### config.mk
export PLATFORM = sky130hd
export DESIGN_NAME = cj_tty_host_monitor
export DESIGN_NICKNAME = d
export VERILOG_FILES = /design/src/rtl/cj_tty_host_monitor.sv
export SDC_FILE = /design/constraint.sdc
export NUM_CORES = 1
export LEC_CHECK = 0
export ABC_AREA = 0
export CORE_MARGIN = 1.5
export CORE_UTILIZATION = 25
export CTS_BUF_LIST = sky130_fd_sc_hd__clkbuf_16
export DETAILED_ROUTE_END_ITERATION = 7
export DONT_BUFFER_PORTS = 1
export GPL_TIMING_DRIVEN = 1
export PLACE_DENSITY_LB_ADDON = 0.3
export SLEW_MARGIN = 10
export SYNTH_ARGS = -nofsm -noshare
export SYNTH_HDL_FRONTEND = slang
export SYNTH_SLANG_ARGS = --single-unit
### constraint.sdc
create_clock -name clock -period 4.6 [get_ports clock]
set_input_delay 0.46 -clock clock [delete_from_list [all_inputs] [get_ports clock]]
set_output_delay 0.46 -clock clock [all_outputs]
set_load 0.02 [all_outputs]
### src/rtl/cj_tty_host_monitor.sv
// cj_tty_host_monitor: tohost mailbox plus an 8N1 UART terminal with optional echo.
// Passive observer beside the SoC harness; nothing here can stall the SoC.
module cj_tty_host_monitor #(
  parameter int BAUD   = 115200,
  parameter int ECHO   = 0,
  parameter int CLK_HZ = 100_000_000
) (
  input  logic        clock,
  input  logic        reset_n,
  input  logic        host_we,
  input  logic [63:0] host_wdata,
  output logic [63:0] tohost,
  output logic        done,
  output logic        pass,
  output logic [62:0] exit_code,
  input  logic        srx,
  output logic        stx,
  output logic        rx_valid,
  output logic [7:0]  rx_data,
  output logic        rx_err,
  output logic        tx_busy
);
  localparam int DIV = CLK_HZ / BAUD;
  localparam int CW  = (DIV > 2) ? $clog2(DIV) : 1;
  localparam logic [CW-1:0] FULL_LOAD = CW'(DIV - 1);
  localparam logic [CW-1:0] HALF_LOAD = CW'(DIV / 2 - 1);

  typedef enum logic [1:0] {IDLE, START, DATA, STOP} uart_state_t;

  always_ff @(posedge clock) begin
    if (!reset_n) begin
      tohost <= '0;
    end else if (host_we) begin
      tohost <= host_wdata;
    end
  end

  assign done      = tohost[0];
  assign exit_code = tohost[63:1];
  assign pass      = done && (tohost[63:1] == '0);

  // Synchronizer flops reset to the idle level so a release never looks like a start bit.
  logic s_meta, s, s_prev;
  always_ff @(posedge clock) begin
    if (!reset_n) begin
      s_meta <= 1'b1;
      s      <= 1'b1;
      s_prev <= 1'b1;
    end else begin
      s_meta <= srx;
      s      <= s_meta;
      s_prev <= s;
    end
  end

  logic fall;
  assign fall = s_prev & ~s;

  uart_state_t   rx_state;
  logic [CW-1:0] rx_cnt;
  logic [2:0]    rx_idx;
  logic [7:0]    rx_shift;

  // The counter is always zero in IDLE, so the free-running decrement needs no state guard.
  always_ff @(posedge clock) begin
    if (!reset_n) begin
      rx_state <= IDLE;
      rx_cnt   <= '0;
      rx_idx   <= '0;
      rx_shift <= '0;
      rx_data  <= '0;
      rx_valid <= 1'b0;
      rx_err   <= 1'b0;
    end else begin
      rx_valid <= 1'b0;
      rx_err   <= 1'b0;
      if (rx_cnt != '0) rx_cnt <= rx_cnt - CW'(1);
      case (rx_state)
        IDLE: begin
          if (fall) begin
            rx_cnt   <= HALF_LOAD;
            rx_state <= START;
          end
        end
        START: begin
          if (rx_cnt == '0) begin
            if (!s) begin
              rx_cnt   <= FULL_LOAD;
              rx_idx   <= '0;
              rx_state <= DATA;
            end else begin
              rx_state <= IDLE;
            end
          end
        end
        DATA: begin
          if (rx_cnt == '0) begin
            rx_shift <= {s, rx_shift[7:1]};
            rx_cnt   <= FULL_LOAD;
            rx_idx   <= rx_idx + 3'd1;
            if (rx_idx == 3'd7) rx_state <= STOP;
          end
        end
        STOP: begin
          if (rx_cnt == '0) begin
            if (s) begin
              rx_data  <= rx_shift;
              rx_valid <= 1'b1;
            end else begin
              rx_err <= 1'b1;
            end
            rx_state <= IDLE;
          end
        end
        default: rx_state <= IDLE;
      endcase
    end
  end

  generate
    if (ECHO != 0) begin : g_echo
      uart_state_t   tx_state;
      logic [CW-1:0] tx_cnt;
      logic [2:0]    tx_idx;
      logic [7:0]    tx_shift;

      // tx_idx counts the data bit currently on the line; pulses arriving while busy are dropped.
      always_ff @(posedge clock) begin
        if (!reset_n) begin
          tx_state <= IDLE;
          tx_cnt   <= '0;
          tx_idx   <= '0;
          tx_shift <= '0;
          stx      <= 1'b1;
          tx_busy  <= 1'b0;
        end else begin
          if (tx_cnt != '0) tx_cnt <= tx_cnt - CW'(1);
          case (tx_state)
            IDLE: begin
              if (rx_valid) begin
                tx_shift <= rx_data;
                tx_cnt   <= FULL_LOAD;
                stx      <= 1'b0;
                tx_busy  <= 1'b1;
                tx_state <= START;
              end
            end
            START: begin
              if (tx_cnt == '0) begin
                stx      <= tx_shift[0];
                tx_shift <= {1'b0, tx_shift[7:1]};
                tx_idx   <= '0;
                tx_cnt   <= FULL_LOAD;
                tx_state <= DATA;
              end
            end
            DATA: begin
              if (tx_cnt == '0) begin
                tx_cnt <= FULL_LOAD;
                if (tx_idx == 3'd7) begin
                  stx      <= 1'b1;
                  tx_state <= STOP;
                end else begin
                  stx      <= tx_shift[0];
                  tx_shift <= {1'b0, tx_shift[7:1]};
                  tx_idx   <= tx_idx + 3'd1;
                end
              end
            end
            STOP: begin
              if (tx_cnt == '0) begin
                tx_busy  <= 1'b0;
                tx_state <= IDLE;
              end
            end
            default: tx_state <= IDLE;
          endcase
        end
      end
    end else begin : g_no_echo
      assign stx     = 1'b1;
      assign tx_busy = 1'b0;
    end
  endgenerate

endmodule

==> run_results.csv <==
group,metric,value,unit
critical_path,critical_path_required,4.14,ns
clock_network,path_clk_slew,0.07,ns
sta,finalSetupViolCount,0,
detailed_routing,drt_pass1_iterations,4,
floorplanning,io_pins,209,
global_route,grtUsageTotal,10.33,%
critical_path,crit_slowest_cell,"nor4_1",
clock_network,h-tree-depth,3,
critical_path,crit_path_start_kind,"register",
global_route,grt-ovfl-total,0,
synth,syn-cell-area,4451,sq um
clock_network,clkSinkCount,100,
final_layout,diodes,0,
sta,hold_viol,0,
floorplanning,dieArea,18610,sq um
clock_network,cts_tree,"built",
critical_path,path_delay_family,"simple AND/OR/NAND/NOR gates",
synth,ys_seq_area_share,44.98,%
floorplanning,start_util,25.64,%
min_path,worst_hold_path_type,"in2reg",
detailed_routing,wl_per_cell,16.00,um
synth,synth_edf_count,0,
synth,synth_warnings,0,
detailed_routing,antenna_left,0,
sta,worst_slew_pin_slew,1.186,ns
synth,avgSynthCellArea,9.409,sq um
detailed_routing,finalWirelength,10010,um
floorplanning,coreArea,17360,sq um
global_route,antenna_found_initial,0,
global_route,grt_max_degree,65,
run,drv_cap,0,
place,place.gp.congestion,0.7565,
detailed_routing,vias,2961,
critical_path,crit_arrival,2.70,ns
clock_network,cts.repair.resized,0,
final_layout,drive_gt1_share,8.229,%
synth,synth-seq-cells,100,
final_layout,layout_common_cells,"100 x dfxtp_1, 69 x nor2_1, 65 x mux2i_1",
critical_path,cp_cell_sequence,"nor4_1 > nand4_1 > nor4_1",
final_layout,final_common_cell,"dfxtp_1",
place,hpwl,7020,um
power_and_ir_drop,leakage,0.001752,uW
final_layout,n_fill_cell,1841,
synth,netlist_instances,473,
floorplanning,die_h,136.4,um
floorplanning,std_cell_rows,48,
critical_path,crit_path_frequent_cell,"nor4_1",
critical_path,path_class,"reg2out",
sta,rsz0062_at_grt,"no",
clock_network,ctsHoldBuffers,0,
critical_path,crit_path_max_incr_delay,1.03,ns
sta,slew_headroom,20.23,%
sta,period_share,68.77,%
clock_network,numCtsBuffers,9,
synth,ys.flop_type,"dfxtp_1",
sta,max_freq,0.3161,GHz
final_layout,fin_nets,468,
power_and_ir_drop,power.density,508.2,nW/um^2
clock_network,cts-root-buf,"clkbuf_16",
clock_network,clk_path_buf_depth,2,
synth,synth_cell_types,53,
floorplanning,dieWidth,136.4,um
detailed_routing,remaining_drc_errors,0,
critical_path,cp_max_fo,4,
clock_network,post-cts-setup-buffers,0,
detailed_routing,via_per_inst,4.730,
power_and_ir_drop,p_total,2259,uW
place,dp.cells,610,
global_route,grt_pass1_wl,14570,um
global_route,grt_pass1_vias,2855,
final_layout,areaGrowthSynthToFinish,-0.1406,%
detailed_routing,drt_iter0_drc,124,
synth,syn-num-nets,545,
critical_path,worstPathBufferInverterCount,0,
place,portBuffers,0,
synth,synthArstFlopShare,0,%
final_layout,finalNonFillerCells,626,
sta,period_needed,3.163,ns
sta,drv_slew,0,
sta,fin_ws,1.437,ns
clock_network,clk_latency,0.35,ns
critical_path,end_kind,"output pin",
place,place_ws,1.883,ns
sta,fin_tns_setup,0,ns
sta,finalClockSkew,0.006628,ns
run_status,status,"completed",
power_and_ir_drop,ir_drop,0.0001920,V
final timing paths:
kind                                        startpoint              endpoint  slack, ns  cells past startpoint
worst min-delay path                           reset_n     s_meta$_SDFF_PN1_       0.18                      1
worst max-delay path            tohost[8]$_SDFFE_PN0P_                  pass       1.44                      3
worst min register to register       s_meta$_SDFF_PN1_          s$_SDFF_PN1_       0.41                      1
worst max register to register    rx_cnt[0]$_SDFF_PN0_  rx_cnt[0]$_SDFF_PN0_       2.31                     10
synth_stat cells (2+ instances only):
| library cell | instances | area (sq um) |
|---|---|---|
| dfxtp_1 | 100 | 2002 |
| nor2_1 | 69 | 259.0 |
| buf_4 | 67 | 503.0 |
| mux2i_1 | 65 | 650.6 |
| nand2_1 | 21 | 78.83 |
| o21ai_1 | 21 | 105.1 |
| nand3_1 | 18 | 90.09 |
| nor4_1 | 17 | 106.4 |
| clkbuf_1 | 12 | 45.04 |
| a21oi_1 | 8 | 40.04 |
| buf_2 | 8 | 40.04 |
| nand4_1 | 6 | 37.54 |
| ha_1 | 4 | 50.05 |
| nor4b_1 | 4 | 35.03 |
| inv_1 | 3 | 11.26 |
| nand2b_1 | 3 | 18.77 |
| nor3_1 | 3 | 15.01 |
| a31oi_1 | 2 | 12.51 |
| and3_1 | 2 | 12.51 |
| conb_1 | 2 | 7.510 |
| inv_2 | 2 | 7.510 |
| nand3b_1 | 2 | 15.01 |
| nor3_2 | 2 | 20.02 |
| o211ai_1 | 2 | 15.01 |
| or3_1 | 2 | 12.51 |
report_power, final:
part | switching, uW | leakage (uW) | internal, uW
Clock | 351 | 0.000151 | 431
Combinational | 198 | 0.000780 | 166
Sequential | 177 | 0.000821 | 935
Total | 727 | 0.00175 | 1530
registers in the layout, indices dropped and copies added (netlist names), named ones only:
register and flops:
tohost 64, rx_cnt 10, rx_data 8, rx_shift 8, rx_idx 3, rx_err 1
rx_state 1, rx_valid 1, s 1, s_meta 1, s_prev 1
metal layers:
| metal | vias up | track usage [%] | wire length (um) |
|---|---|---|---|
| met5 | - | 0 | 0 |
| met4 | 0 | 3.842 | 153 |
| met3 | 14 | 3.878 | 697 |
| met2 | 123 | 17.23 | 4613 |
| met1 | 1404 | 12.02 | 4549 |
| li1 | 1420 | - | - |
final cells by class:
class	count	area (sq um)	share of cell area, %
clock buffer	9	225.2	5.068
sequential	100	2002	45.05
timing repair buffer	1	7.507	0.1689
clock inverter	7	82.58	1.858
inverter	6	25.02	0.5631
multi-input combinational	278	1821	40.96
tap	225	281.5	6.334
metrics by stage:
stage	area, sq um	utilization (%)	hold WS [ns]
final	4444	25.61	0.1825
after global routing	4444	25.61	0.1718
after CTS	4444	25.61	0.1613
after detailed placement	4136	23.83	0.3979
after global placement	4136	23.83	0.3905
after floorplan	4451	-	0.3863
cells by family (layout without fill, tap and decap cells):
group / after synthesis / count (layout) / share of synthesized area (%)
and+or+nand+nor: 163 / 163 / 18.84
AOI/OAI and AO/OA: 44 / 44 / 6.157
muxes: 65 / 65 / 14.62
DFF: 100 / 100 / 44.98
other: 2 / 2 / 0.1687
buffers and inverters: 95 / 23 / 14.11
adders and majority gates: 4 / 4 / 1.125
Power figures use the tool's default switching activity.
